<file path="src/rtl/hazard_ctrl.sv">
// Hazard and flush controller for the 5-stage core: a 32-entry pending-write scoreboard
// plus a two-state redirect/flush sequencer, deciding issue/stall/squash of the ID instruction.
module hazard_ctrl #(
    parameter int FLUSH_CYCLES = 2
) (
    input  logic        i_clk,
    input  logic        i_reset,
    input  logic        i_id_valid,
    input  logic [4:0]  i_rs1_addr,
    input  logic [4:0]  i_rs2_addr,
    input  logic        i_rs1_used,
    input  logic        i_rs2_used,
    input  logic [4:0]  i_rd_addr,
    input  logic        i_rd_we,
    input  logic        i_wb_we,
    input  logic [4:0]  i_wb_addr,
    input  logic        i_ex_redirect,
    input  logic [31:0] i_ex_target,
    input  logic        i_mem_busy,
    output logic        o_pc_we,
    output logic        o_pc_redirect,
    output logic [31:0] o_pc_target,
    output logic        o_if_id_hold,
    output logic        o_if_id_flush,
    output logic        o_id_ex_hold,
    output logic        o_id_ex_bubble,
    output logic        o_issue,
    output logic [31:0] o_busy_mask,
    output logic        o_flushing
);

    typedef enum logic {IDLE, FLUSH} state_t;

    // Remaining FLUSH cycles after the one following the redirect cycle.
    localparam logic [2:0] CNT_INIT = (FLUSH_CYCLES > 1) ? 3'(FLUSH_CYCLES - 2) : 3'd0;

    state_t      state, state_nxt;
    logic [2:0]  cnt, cnt_nxt;
    logic [31:1] pend, pend_nxt;

    logic [31:0] wb_clr;
    logic [31:0] pend_eff;
    logic [31:0] rd_set;
    logic        raw, waw, stall;

    always_comb begin
        wb_clr   = i_wb_we ? (32'd1 << i_wb_addr) : 32'd0;
        pend_eff = {pend, 1'b0} & ~wb_clr;
        raw = i_id_valid & ((i_rs1_used & (i_rs1_addr != 5'd0) & pend_eff[i_rs1_addr]) |
                            (i_rs2_used & (i_rs2_addr != 5'd0) & pend_eff[i_rs2_addr]));
        waw = i_id_valid & i_rd_we & (i_rd_addr != 5'd0) & pend_eff[i_rd_addr];
        stall = raw | waw;
    end

    always_ff @(posedge i_clk or posedge i_reset) begin
        if (i_reset) begin
            state <= IDLE;
            cnt   <= 3'd0;
            pend  <= '0;
        end else begin
            state <= state_nxt;
            cnt   <= cnt_nxt;
            pend  <= pend_nxt;
        end
    end

    // Every decision output is forced low while reset is asserted.
    always_comb begin
        state_nxt      = state;
        cnt_nxt        = cnt;
        o_pc_we        = 1'b0;
        o_pc_redirect  = 1'b0;
        o_pc_target    = 32'd0;
        o_if_id_hold   = 1'b0;
        o_if_id_flush  = 1'b0;
        o_id_ex_hold   = 1'b0;
        o_id_ex_bubble = 1'b0;
        o_issue        = 1'b0;
        if (!i_reset) begin
            o_pc_target = i_ex_target;
            if (i_mem_busy) begin
                o_if_id_hold = 1'b1;
                o_id_ex_hold = 1'b1;
            end else if (i_ex_redirect) begin
                o_pc_we        = 1'b1;
                o_pc_redirect  = 1'b1;
                o_if_id_flush  = 1'b1;
                o_id_ex_bubble = 1'b1;
                if (FLUSH_CYCLES > 1) begin
                    state_nxt = FLUSH;
                    cnt_nxt   = CNT_INIT;
                end else begin
                    state_nxt = IDLE;
                end
            end else if (state == FLUSH) begin
                o_pc_we        = 1'b1;
                o_if_id_flush  = 1'b1;
                o_id_ex_bubble = 1'b1;
                if (cnt == 3'd0) begin
                    state_nxt = IDLE;
                end else begin
                    cnt_nxt = cnt - 3'd1;
                end
            end else if (stall) begin
                o_if_id_hold   = 1'b1;
                o_id_ex_bubble = 1'b1;
            end else begin
                o_pc_we = 1'b1;
                o_issue = i_id_valid;
            end
        end
    end

    // A same-cycle set of a register beats its writeback clear.
    always_comb begin
        rd_set   = (o_issue & i_rd_we & (i_rd_addr != 5'd0)) ? (32'd1 << i_rd_addr) : 32'd0;
        pend_nxt = pend_eff[31:1] | rd_set[31:1];
    end

    assign o_busy_mask = {pend, 1'b0};
    assign o_flushing  = (state == FLUSH);

endmodule

</file>
<file path="config.mk">
export PLATFORM = sky130hd
export DESIGN_NAME = hazard_ctrl
export DESIGN_NICKNAME = d
export VERILOG_FILES = /design/src/rtl/hazard_ctrl.sv
export SDC_FILE = /design/constraint.sdc
export NUM_CORES = 1
export LEC_CHECK = 0
export ABC_AREA = 1
export ABC_CLOCK_PERIOD_IN_PS = 2600
export CELL_PAD_IN_SITES_DETAIL_PLACEMENT = 1
export CELL_PAD_IN_SITES_GLOBAL_PLACEMENT = 2
export CORE_MARGIN = 5
export CORE_UTILIZATION = 20
export CTS_BUF_LIST = sky130_fd_sc_hd__clkbuf_4 sky130_fd_sc_hd__clkbuf_8
export DETAILED_ROUTE_END_ITERATION = 8
export GPL_ROUTABILITY_DRIVEN = 0
export PLACE_DENSITY_LB_ADDON = 0.1
export SLEW_MARGIN = 20
export SYNTH_ARGS = -nofsm -noshare
export SYNTH_HDL_FRONTEND = slang
export SYNTH_SLANG_ARGS = --single-unit
</file>
<file path="constraint.sdc">
create_clock -name i_clk -period 2.6 [get_ports i_clk]
set_clock_uncertainty 0.1 [all_clocks]
set_input_delay 0.52 -clock i_clk [delete_from_list [all_inputs] [get_ports i_clk]]
set_output_delay 0.52 -clock i_clk [all_outputs]
set_load 0.005 [all_outputs]
</file>
==> impl_metrics.csv <==
group,metric,value,unit
floorplan,placementRows,47,
final_layout,drive_above_1_share,0.286,
synth,syn-num-nets,648,
setup_path,crit_type,"input port to output port",
synth,synth_cell_types,35,
clock_network,cts_buffers,5,
sta,finalCritPeriodShare,1.11,
sta,layout_setup_ws,-299,ps
setup_path,path_buf_inv,4,
synth,synth_ff_type,"dfrtp_1",
routing,firstDrtPassIters,4,
setup_path,r2r_start,"pend[13]",
synth,seq_area_frac_synth,0.259,
setup_path,required,1980,ps
synth,synth_area,3380,sq um
grt,grt_pass1_wl,28.9,mm
setup_path,slowest_stage,"a21boi_4",
routing,via_per_inst,4.66,
sta,hold_violations,0,
pwr,intPower,1.28,mW
placed_design,dpl.cell_count,1015,
floorplan,core-area,16600,sq um
hold_path,min_path_type,"flip-flop to flip-flop",
synth,ys_warn_count,0,
routing,drt_iter0_drc,254,
hold_path,hp-start,"cnt[0]",
pwr,vdd_drop_max,0.203,mV
placed_design,dp_worst_setup_slack,-1460,ps
synth,syn_area_per_cell,5.77,sq um
setup_path,crit_chain,"buf_8, buf_8, buf_8, nand4_1, nand2_2, nand2_2, nand2_1, o21ai_1, nand2_1, nand2_1, nand2_2, nand2_2, nand3b_4, a21boi_4, nor2_2, nor2_1, buf_2",
final_layout,areaGrowthSynthToFinish,86.8,%
setup_path,crit_fanout,7,
clock_network,clkTransAtPathRegs,70,ps
pwr,switchingPower,0.628,mW
clock_network,clk-insertion-delay-late,300,ps
grt,grt.overflow.total,0,
clock_network,cts-root-buf,"clkbuf_8",
pwr,p_leak,3.04,nW
clock_network,cts_tree,"built",
setup_path,crit_arrival,2280,ps
pwr,comb_power_share,0.407,
grt,grt_max_degree,36,
sta,setup_violations,4,
routing,wl_per_cell,17.7,microns
final_layout,nets,884,
routing,ant_nets,0,
sta,slew_viol_final,0,
setup_path,crit_family,"simple AND/OR/NAND/NOR gates",
clock_network,clkSinkCount,35,
synth,ys_ff_latch,35,
final_layout,fin_util,0.381,
final_layout,antenna_cells,0,
pwr,swShare,0.329,
final_layout,final_common_cell,"nand2_1",
floorplan,die_x,140,microns
grt,grt_use_total,0.186,
sta,rsz0062_at_grt,"yes",
status,violations,"negative setup slack",
floorplan,die_area,19600,sq um
status,outcome,"complete, but fails checks",
sta,hold_slack,402,ps
floorplan,start_util,0.204,
grt,first_global_vias,5185,
setup_path,cp-start-kind,"input port",
pwr,clockPowerShare,0.272,
setup_path,reg2reg_slack,430,ps
placed_design,portBuffers,131,
final_layout,final_cell_mix,"nand2_1 (138), nand3_1 (116), buf_4 (115)",
setup_path,path_common_cell,"nand2_2",
final_layout,fillers,2086,
setup_path,startpoint,"i_wb_addr[3]",
job,maxCapViolCount,0,
clock_network,cts_buffer_depth,2,
routing,wl,18.4,mm
placed_design,hpwl,15.2,mm
floorplan,ios,133,
final_layout,fin_cells,1042,
floorplan,die_h,140,microns
pwr,p_total,1.91,mW
routing,remaining_drc_errors,0,
synth,syn_inst,585,
routing,via_count,4860,
synth,ys_async_sr_fraction,1.00,
sta,min_period,2900,ps
setup_path,max_stage_delay,190,ps
sta,clock.fmax,0.345,GHz
clock_network,htreeDepth,2,
grt,antenna_found_initial,0,
setup_path,end_kind,"output port",
synth,synth_edf_count,0,
pwr,p_seq_frac,0.321,
pwr,p_per_area,302,nW/um^2
-- area by class of cell --
type,instances,area [sq um],share of cell area
well taps,220,275,0.0436
inverters,69,277,0.0438
clock buffers,6,82.6,0.0131
repair buffers,258,2390,0.379
clock inverters,2,35.0,0.00555
flip-flops and latches,35,876,0.139
multi-input cells,452,2370,0.376
-- per-stage QoR --
step | instance area [sq um] | TNS [ps]
2_1_floorplan | 3380 | 0
3_5_place_dp | 5680 | -34170
5_1_grt | 6310 | -1790
4_1_cts | 6180 | -1110
6_report | 6310 | -1030
3_3_place_gp | 5680 | -32270
-- repair_timing --
item                       CTS  global route
hold buffers                 0             0
gates cloned                 2             0
pin swaps                   38            18
resized for setup          156            26
buffers inserted            13             4
setup endpoints to repair   36            69
-- worst reg2reg max path, cell delays in order (launching register included) --
cell	delay, ps
dfrtp_1	440
buf_4	160
nand3_1	80
nand3_1	100
nand3_1	90
nand3_1	90
nand2_1	100
nand2_1	70
nand3_2	80
nand2_2	80
nand2_4	90
nand3_4	100
nor2_8	120
buf_12	200
nand3_1	150
nand2_1	80
-- cell families (layout without fill, tap and decap cells) --
group | Yosys count | in the layout | synth area share
other | 1 | 1 | 0.00111
buffers and inverters | 99 | 335 | 0.126
adders and majority gates | 2 | 2 | 0.00741
AOI/OAI and AO/OA | 26 | 26 | 0.0444
DFF | 35 | 35 | 0.259
and+or+nand+nor | 422 | 423 | 0.562
-- registers in the layout (all words and copies together), names as in the netlist --
signal and count:
pend 31, cnt 3, o_flushing 1
-- power by group through the flow --
| stage | Combinational, mW | Clock [mW] | Sequential, mW |
|---|---|---|---|
| 3_3_place_gp | 0.699 | 0 | 0.620 |
| 2_1_floorplan | 0.306 | 0 | 0.613 |
| 3_5_place_dp | 0.709 | 0 | 0.621 |
| 6_report | 0.777 | 0.518 | 0.612 |
| 4_1_cts | 0.767 | 0.531 | 0.612 |
| 5_1_grt | 0.857 | 0.547 | 0.617 |
-- layer usage --
metal,part of all wire,wire [microns],up-vias,global-route usage
met1,0.42,7680,2334,0.228
met3,0.056,1020,28,0.0252
met5,0,0,-,0
met4,0.032,588,0,0.0704
li1,-,-,2341,-
met2,0.50,9150,157,0.331
-- path summary, 6_finish.rpt --
check	to	cells after the start
worst max-delay path	o_if_id_hold	17
worst min-delay path	cnt[0]	1
worst max register to register	pend[28]	15
worst min register to register	cnt[0]	1
max in group asynchronous	pend[8]	4
min in group asynchronous	o_flushing	4
-- synthesized netlist by cell type (2+ instances only) --
| cell type | number | area [sq um] |
|---|---|---|
| dfrtp_1 | 35 | 876 |
| inv_1 | 61 | 229 |
| buf_4 | 4 | 30.0 |
| buf_2 | 4 | 20.0 |
| buf_6 | 3 | 33.8 |
| clkinv_1 | 4 | 15.0 |
| nor2_1 | 92 | 345 |
| buf_1 | 2 | 7.51 |
| o21ai_1 | 6 | 30.0 |
| a21oi_1 | 9 | 45.0 |
| nand3_1 | 130 | 651 |
| nand2_1 | 166 | 623 |
| inv_2 | 4 | 15.0 |
| clkbuf_1 | 16 | 60.1 |
| nand4_1 | 13 | 81.3 |
| nand3_2 | 9 | 90.1 |
| a21boi_1 | 3 | 22.5 |
| nor4_1 | 2 | 12.5 |
| ha_1 | 2 | 25.0 |
| o21ai_0 | 3 | 15.0 |
| nor2_2 | 2 | 12.5 |
| nor3_1 | 2 | 10.0 |
Note: power is estimated with default switching activity, not from simulation.
